<file path="src/rtl/conv1d_sequencer.sv">
// rtl/conv1d_sequencer.sv - loop-nest sequencer for the conv1d MAC datapath
//
// Walks (out_x, filter_x, ch) with ch innermost and issues one MAC operand
// pair per cycle. It produces buffer read addresses, padding-aware tap flags,
// MAC clear/enable/last strobes and output-buffer write strobes.
//
// Ports:
//   clk, reset            clock, asynchronous active-high reset
//   start, abort          run control from the command decoder
//   cfg_width, cfg_depth  W positions, D input channels (latched at start)
//   busy, done, err       run status; err pulses with done on illegal config
//   in_rd_en, in_addr     input buffer read (valid taps only)
//   k_rd_en, k_addr       kernel buffer read (every issue)
//   mac_en, tap_valid     MAC operand strobe, RD_LAT after issue
//   mac_clear, acc_last   first/last MAC of each output position
//   out_wr_en, out_addr   output buffer write, one cycle after acc_last
module conv1d_sequencer #(
    parameter int MAX_WIDTH = 1024,
    parameter int MAX_CH    = 128,
    parameter int KLEN      = 8,
    parameter int PAD_LEFT  = 3,
    parameter int RD_LAT    = 1,
    parameter int IN_AW     = 17,
    parameter int K_AW      = 10,
    parameter int OUT_AW    = 10
) (
    input  logic              clk,
    input  logic              reset,
    input  logic              start,
    input  logic              abort,
    input  logic [15:0]       cfg_width,
    input  logic [7:0]        cfg_depth,
    output logic              busy,
    output logic              done,
    output logic              err,
    output logic              in_rd_en,
    output logic [IN_AW-1:0]  in_addr,
    output logic              k_rd_en,
    output logic [K_AW-1:0]   k_addr,
    output logic              mac_en,
    output logic              tap_valid,
    output logic              mac_clear,
    output logic              acc_last,
    output logic              out_wr_en,
    output logic [OUT_AW-1:0] out_addr
);

    localparam int FXW = (KLEN > 1) ? $clog2(KLEN) : 1;
    localparam int PW  = 18;   // signed tap position p
    localparam int DCW = 2;    // drain counter, RD_LAT <= 3

    typedef enum logic [1:0] {S_IDLE, S_RUN, S_DRAIN, S_DONE} state_t;

    state_t                     state_q, state_d;
    logic [15:0]                w_q, w_d;
    logic [7:0]                 d_q, d_d;
    logic                       err_q, err_d;
    logic [OUT_AW:0]            out_x_q, out_x_d;
    logic [FXW-1:0]             fx_q, fx_d;
    logic [7:0]                 ch_q, ch_d;
    logic signed [PW-1:0]       p_q, p_d;
    logic [IN_AW-1:0]           in_cur_q, in_cur_d;
    logic [IN_AW-1:0]           row_base_q, row_base_d;
    logic [K_AW-1:0]            k_cur_q, k_cur_d;
    logic [DCW-1:0]             drain_q, drain_d;
    logic [RD_LAT-1:0]          pl_en_q, pl_en_d;
    logic [RD_LAT-1:0]          pl_tv_q, pl_tv_d;
    logic [RD_LAT-1:0]          pl_clr_q, pl_clr_d;
    logic [RD_LAT-1:0]          pl_last_q, pl_last_d;
    logic [RD_LAT-1:0][OUT_AW-1:0] pl_x_q, pl_x_d;
    logic                       out_wr_q, out_wr_d;
    logic [OUT_AW-1:0]          out_addr_q, out_addr_d;

    logic             issue;
    logic             tv;
    logic             ch_last;
    logic             fx_last;
    logic             x_last;
    logic             row_end;
    logic             cfg_legal;
    logic [IN_AW-1:0] next_row_base;

    assign issue   = (state_q == S_RUN);
    assign tv      = issue && !p_q[PW-1] && (p_q[PW-2:0] < {1'b0, w_q});
    assign ch_last = (ch_q == d_q - 8'd1);
    assign fx_last = (fx_q == FXW'(KLEN - 1));
    assign x_last  = (({{(15-OUT_AW){1'b0}}, out_x_q} + 16'd1) == w_q);
    assign row_end = fx_last && ch_last;

    assign cfg_legal = (cfg_width != 16'd0) && (cfg_width <= 16'(MAX_WIDTH)) &&
                       (cfg_depth != 8'd0) && (cfg_depth <= 8'(MAX_CH));

    // The input address only advances on valid taps, so each row starts at
    // max(0, out_x - PAD_LEFT) * D. Once rows begin past the left padding that
    // start point moves by exactly D per row.
    assign next_row_base = (out_x_q >= (OUT_AW+1)'(PAD_LEFT))
                         ? row_base_q + {{(IN_AW-8){1'b0}}, d_q}
                         : row_base_q;

    assign busy      = (state_q == S_RUN) || (state_q == S_DRAIN);
    assign done      = (state_q == S_DONE);
    assign err       = (state_q == S_DONE) && err_q;
    assign in_rd_en  = tv;
    assign in_addr   = tv ? in_cur_q : '0;
    assign k_rd_en   = issue;
    assign k_addr    = issue ? k_cur_q : '0;
    assign mac_en    = pl_en_q[RD_LAT-1];
    assign tap_valid = pl_tv_q[RD_LAT-1];
    assign mac_clear = pl_clr_q[RD_LAT-1];
    assign acc_last  = pl_last_q[RD_LAT-1];
    assign out_wr_en = out_wr_q;
    assign out_addr  = out_addr_q;

    always_comb begin
        state_d    = state_q;
        w_d        = w_q;
        d_d        = d_q;
        err_d      = err_q;
        out_x_d    = out_x_q;
        fx_d       = fx_q;
        ch_d       = ch_q;
        p_d        = p_q;
        in_cur_d   = in_cur_q;
        row_base_d = row_base_q;
        k_cur_d    = k_cur_q;
        drain_d    = drain_q;

        // Issue-stage flags shift down the read-latency pipeline.
        pl_en_d[0]   = issue;
        pl_tv_d[0]   = tv;
        pl_clr_d[0]  = issue && (fx_q == '0) && (ch_q == 8'd0);
        pl_last_d[0] = issue && row_end;
        pl_x_d[0]    = out_x_q[OUT_AW-1:0];
        for (int i = 1; i < RD_LAT; i++) begin
            pl_en_d[i]   = pl_en_q[i-1];
            pl_tv_d[i]   = pl_tv_q[i-1];
            pl_clr_d[i]  = pl_clr_q[i-1];
            pl_last_d[i] = pl_last_q[i-1];
            pl_x_d[i]    = pl_x_q[i-1];
        end
        out_wr_d   = pl_en_q[RD_LAT-1] && pl_last_q[RD_LAT-1];
        out_addr_d = out_wr_d ? pl_x_q[RD_LAT-1] : '0;

        case (state_q)
            S_IDLE: begin
                err_d = 1'b0;
                if (start && !abort) begin
                    w_d        = cfg_width;
                    d_d        = cfg_depth;
                    out_x_d    = '0;
                    fx_d       = '0;
                    ch_d       = '0;
                    p_d        = '0 - PW'(PAD_LEFT);
                    in_cur_d   = '0;
                    row_base_d = '0;
                    k_cur_d    = '0;
                    if (cfg_legal) begin
                        state_d = S_RUN;
                    end else begin
                        err_d   = 1'b1;
                        state_d = S_DONE;
                    end
                end
            end
            S_RUN: begin
                if (abort) begin
                    state_d = S_IDLE;
                end else if (row_end) begin
                    if (x_last) begin
                        state_d = S_DRAIN;
                        drain_d = '0;
                    end else begin
                        out_x_d    = out_x_q + (OUT_AW+1)'(1);
                        fx_d       = '0;
                        ch_d       = '0;
                        // From p = x-PAD+KLEN-1 back to (x+1)-PAD.
                        p_d        = p_q + PW'(2) - PW'(KLEN);
                        k_cur_d    = '0;
                        in_cur_d   = next_row_base;
                        row_base_d = next_row_base;
                    end
                end else begin
                    k_cur_d  = k_cur_q + K_AW'(1);
                    in_cur_d = in_cur_q + IN_AW'(tv);
                    if (ch_last) begin
                        ch_d = '0;
                        fx_d = fx_q + FXW'(1);
                        p_d  = p_q + PW'(1);
                    end else begin
                        ch_d = ch_q + 8'd1;
                    end
                end
            end
            S_DRAIN: begin
                if (abort) begin
                    state_d = S_IDLE;
                end else if (drain_q == DCW'(RD_LAT)) begin
                    state_d = S_DONE;
                end else begin
                    drain_d = drain_q + DCW'(1);
                end
            end
            default: begin
                state_d = S_IDLE;
            end
        endcase

        // Abort kills everything in flight so no late MAC or write escapes.
        if (abort && ((state_q == S_RUN) || (state_q == S_DRAIN))) begin
            pl_en_d    = '0;
            pl_tv_d    = '0;
            pl_clr_d   = '0;
            pl_last_d  = '0;
            pl_x_d     = '0;
            out_wr_d   = 1'b0;
            out_addr_d = '0;
        end
    end

    always_ff @(posedge clk or posedge reset) begin
        if (reset) begin
            state_q    <= S_IDLE;
            w_q        <= '0;
            d_q        <= '0;
            err_q      <= 1'b0;
            out_x_q    <= '0;
            fx_q       <= '0;
            ch_q       <= '0;
            p_q        <= '0;
            in_cur_q   <= '0;
            row_base_q <= '0;
            k_cur_q    <= '0;
            drain_q    <= '0;
            pl_en_q    <= '0;
            pl_tv_q    <= '0;
            pl_clr_q   <= '0;
            pl_last_q  <= '0;
            pl_x_q     <= '0;
            out_wr_q   <= 1'b0;
            out_addr_q <= '0;
        end else begin
            state_q    <= state_d;
            w_q        <= w_d;
            d_q        <= d_d;
            err_q      <= err_d;
            out_x_q    <= out_x_d;
            fx_q       <= fx_d;
            ch_q       <= ch_d;
            p_q        <= p_d;
            in_cur_q   <= in_cur_d;
            row_base_q <= row_base_d;
            k_cur_q    <= k_cur_d;
            drain_q    <= drain_d;
            pl_en_q    <= pl_en_d;
            pl_tv_q    <= pl_tv_d;
            pl_clr_q   <= pl_clr_d;
            pl_last_q  <= pl_last_d;
            pl_x_q     <= pl_x_d;
            out_wr_q   <= out_wr_d;
            out_addr_q <= out_addr_d;
        end
    end

endmodule

</file>
<file path="config.mk">
export PLATFORM = sky130hd
export DESIGN_NAME = conv1d_sequencer
export DESIGN_NICKNAME = d
export VERILOG_FILES = /design/src/rtl/conv1d_sequencer.sv
export SDC_FILE = /design/constraint.sdc
export NUM_CORES = 1
export LEC_CHECK = 0
export ABC_AREA = 1
export BUFFER_PORTS_ARGS = -buffer_cell sky130_fd_sc_hd__buf_4
export CORE_ASPECT_RATIO = 1.4
export CORE_MARGIN = 4
export CORE_UTILIZATION = 40
export CTS_BUF_LIST = sky130_fd_sc_hd__clkbuf_4 sky130_fd_sc_hd__clkbuf_8
export CTS_CLUSTER_DIAMETER = 100
export DETAILED_ROUTE_END_ITERATION = 16
export GPL_TIMING_DRIVEN = 0
export HOLD_SLACK_MARGIN = 0.06
export PLACE_DENSITY = 0.59
export SYNTH_ARGS = -nofsm -noshare
export SYNTH_HDL_FRONTEND = slang
export SYNTH_SLANG_ARGS = --single-unit
</file>
<file path="constraint.sdc">
create_clock -name clk -period 5.2 [get_ports clk]
set_input_delay 0.78 -clock clk [delete_from_list [all_inputs] [get_ports clk]]
set_output_delay 0.78 -clock clk [all_outputs]
set_load 0.005 [all_outputs]
</file>
==> summary.md <==
| Metric | Value |
|---|---|
| Routed WL per cell | `15.5 um` |
| Fin. max-slew vios | `0` |
| Final #Nets | `1580` |
| Design area | `11000 um^2` |
| Depth of the CTS H-tree | `4` |
| Crit share post-route | `0.834` |
| Die Span Y | `192 um` |
| Clk Latency, worst-skew pair | `480 ps` |
| Die width | `139 um` |
| Worst setup path class | `register to register` |
| Hold slack | `355 ps` |
| Top cell by count, worst path | `nand3_1` |
| Max-Cap Viols | `0` |
| Synth Cell Area | `9660 um^2` |
| R2R Path Start | `p_q[11]` |
| Pwr Density | `460 nW/um^2` |
| Vias per cell | `5.08` |
| Max clock buf depth | `2` |
| Sequential share of the synthesized area | `0.357` |
| Synth area leader | `dfrtp_1` |
| Unrepaired setup endpoints after global routing | `no` |
| Final Power | `5.07 mW` |
| Clk pwr share | `0.175` |
| Minimum clock period | `4340 ps` |
| Mapped Cells | `1417` |
| Layout Skew | `13.6 ps` |
| Post-CTS resize count | `0` |
| Starting density of the core | `0.404` |
| DR vias | `9314` |
| Synth top area cells | `dfrtp_1 (36%), nand2_1 (17%), nand3_1 (6.4%), inv_1 (6.0%), nor2_1 (5.8%)` |
| Worst Hold Class | `input pin to async pin` |
| Clk sinks | `138` |
| Mapped Nets | `1486` |
| Post-synth top area share | `0.357` |
| F_max | `0.231 GHz` |
| Number of global-route vias before repair | `9084` |
| Worst Tran Pin Value | `861 ps` |
| Core area | `23900 um^2` |
| Leakage | `5.40 nW` |
| Post-CTS Setup Bufs | `0` |
| Register area | `3450 um^2` |
| Sw frac | `0.489` |
| Placer Congestion | `0.936` |
| Post-Route Setup TNS | `0 ps` |
| # rows | `67` |
| # diodes | `0` |
| Layout area overhead | `14.1%` |
| Final Setup Violations | `0` |
| TritonCTS clock tree | `yes` |
| CP Launch Type | `register` |
| Slowest cell delay on critical path | `590 ps` |
| Grt ovf | `0` |
| Distinct cells, synth | `42` |
| Largest net degree at the start of global routing | `85` |
| Share of total power in sequential cells | `0.309` |
| Crit path from | `p_q[11]` |
| Fillers | `2506` |
| Post-route ant nets | `0` |
| Clk root buf | `clkbuf_8` |
| Combinational power share | `0.516` |
| Final hold viol count | `0` |
| Cts hold-fix bufs | `0` |
| Critical path fanouts, max | `10` |
| Clk slew on worst S/H paths | `90 ps` |
| Drt drc | `0` |
| DRT Pass-1 Iters | `6` |
| Slowest CP cell | `nand4_1` |
| Status | `finished, final reports clean` |
| Req. time, crit path | `5560 ps` |
| Flops & latches, synth | `138` |
| Antenna violations before repair | `0` |
| I/O Buffers | `74` |
| Die Area | `26700 um^2` |
| Psw | `2.48 mW` |
| VDD IR max | `0.202 mV` |
| Total I/O pin count | `75` |
| Headroom to the max-slew limit | `0.426` |
| Avg Inst Size Synth | `6.82 um^2` |
| HPWL Detailed | `22100 um` |
| YS warnings | `0` |
| CP delay by family, top | `simple AND/OR/NAND/NOR gates` |
| Initial DRC count | `587` |
| Fraction of layout cells with a size suffix above 1 | `0.105` |
| Crit end category | `register` |
| WP buf/inv | `3` |
| WP data arrival | `4700 ps` |
| Clock buffer count from CTS | `17` |
| Post-DP Area | `10600 um^2` |
| Cell breakdown of the critical path | `ha_1 -> nand2_1 -> inv_1 -> nand3_1 -> a31oi_1 -> nor4_1 -> nand4_1 -> clkbuf_1 -> inv_1 -> ha_1 -> ha_1 -> nand3_1 -> nor2_1 -> nand3_1 -> nor3_1 -> xor2_1 -> nand2_1 -> nand3_1 -> o21ai_1` |
| Pint | `2.59 mW` |
| Global-route wire length before repair | `46700 um` |
| Multi-input logic area | `5330 um^2` |
| GR Util All Layers | `0.218` |
| Final WL | `28500 um` |
final timing paths:
path	endpoint	cells past startpoint	slack (ps)
setup reg to reg	in_cur_q[16]	19	860
max in group asynchronous	fx_q[1]	3	4060
hold reg to reg	out_addr[6]	2	470
hold / removal	row_base_q[8]	2	350
setup / recovery	in_cur_q[16]	19	860
min in group clk	out_addr[6]	2	470
layout by cell type (no fill, tap or decap), drive strengths merged, types with 5 or more instances in the layout:
cell / synthesis / routed
nand2: 449 / 449
inv: 161 / 162
nor2: 156 / 156
dfrtp: 138 / 138
nand3: 125 / 125
buf: 23 / 98
o21ai: 95 / 95
nand4: 59 / 59
clkbuf: 34 / 51
xor2: 50 / 50
ha: 40 / 40
nor3: 20 / 20
a21oi: 18 / 18
xnor2: 10 / 10
or2: 8 / 8
clkinv: 1 / 8
nand3b: 7 / 7
o211ai: 5 / 5
clkinvlp: 0 / 5
cell usage after synthesis (all sizes together):
master / number
a21boi: 1
o31ai: 1
buf: 23
nand4: 59
dfrtp: 138
nor3b: 1
a22o: 1
xnor2: 10
clkbuf: 34
nor2b: 1
xor2: 50
o211ai: 5
or2: 8
nand3b: 7
a21o: 1
o22ai: 2
nor4: 4
o21ai: 95
fa: 1
o2111ai: 2
o21bai: 1
a21oi: 18
o21a: 1
inv: 161
nor2: 156
nand3: 125
nor3: 20
clkinv: 1
a31oi: 1
ha: 40
nand2: 449
kinds of logic (layout without fill, tap and decap cells):
| family | Yosys count | in the layout | share of synthesized area |
|---|---|---|---|
| AOI/OAI and AO/OA | 129 | 129 | 0.0710 |
| xor gates and xnor gates | 60 | 60 | 0.0544 |
| adders and majority gates | 41 | 41 | 0.0539 |
| buffers and inverters | 219 | 326 | 0.0908 |
| DFF | 138 | 138 | 0.357 |
| and+or+nand+nor | 830 | 830 | 0.373 |
power by group through the flow:
stage / logic, mW / clock network (mW) / registers (mW)
2_1_floorplan: 1.91 / 0 / 1.50
3_3_place_gp: 2.58 / 0 / 1.58
3_5_place_dp: 2.62 / 0 / 1.59
4_1_cts: 2.63 / 0.908 / 1.57
5_1_grt: 2.98 / 0.949 / 1.60
6_report: 2.62 / 0.886 / 1.57
routing by layer:
| layer | global-route usage | vias to the layer above | wire length [um] |
|---|---|---|---|
| met1 | 0.264 | 4340 | 12200 |
| met2 | 0.398 | 189 | 14600 |
| met5 | 0 | - | 0 |
| met4 | 0.0753 | 0 | 739 |
| li1 | - | 4729 | - |
| met3 | 0.0279 | 56 | 1020 |
final cells by class:
type / count / area share
clock inverter: 15 / 0.0138
tap: 310 / 0.0352
inverter: 162 / 0.0556
multi-input combinational: 1060 / 0.484
buffer: 57 / 0.0244
timing repair buffer: 75 / 0.0529
sequential: 138 / 0.313
clock buffer: 17 / 0.0212
flip-flops by register name, summed over array words and instances, names as in the netlist:
| signal | count |
|---|---|
| fx_q | 3 |
| drain_q | 2 |
| acc_last | 1 |
| d_q | 8 |
| state_q | 2 |
| out_wr_en | 1 |
| out_addr | 10 |
| w_q | 16 |
| row_base_q | 17 |
| p_q | 18 |
| k_cur_q | 10 |
| in_cur_q | 17 |
| ch_q | 8 |
| out_x_q | 11 |
| mac_clear | 1 |
| err_q | 1 |
| tap_valid | 1 |
| mac_en | 1 |
| pl_x_q | 10 |
stage by stage:
stage                     cells  setup slack (ps)   util
after global routing       1834               415  0.461
after detailed placement   1802               828  0.445
final                      1834               864  0.461
after floorplan            1417               724      -
after global placement     1801             -1160  0.444
after CTS                  1834               797  0.461
Power figures use the tool's default switching activity.
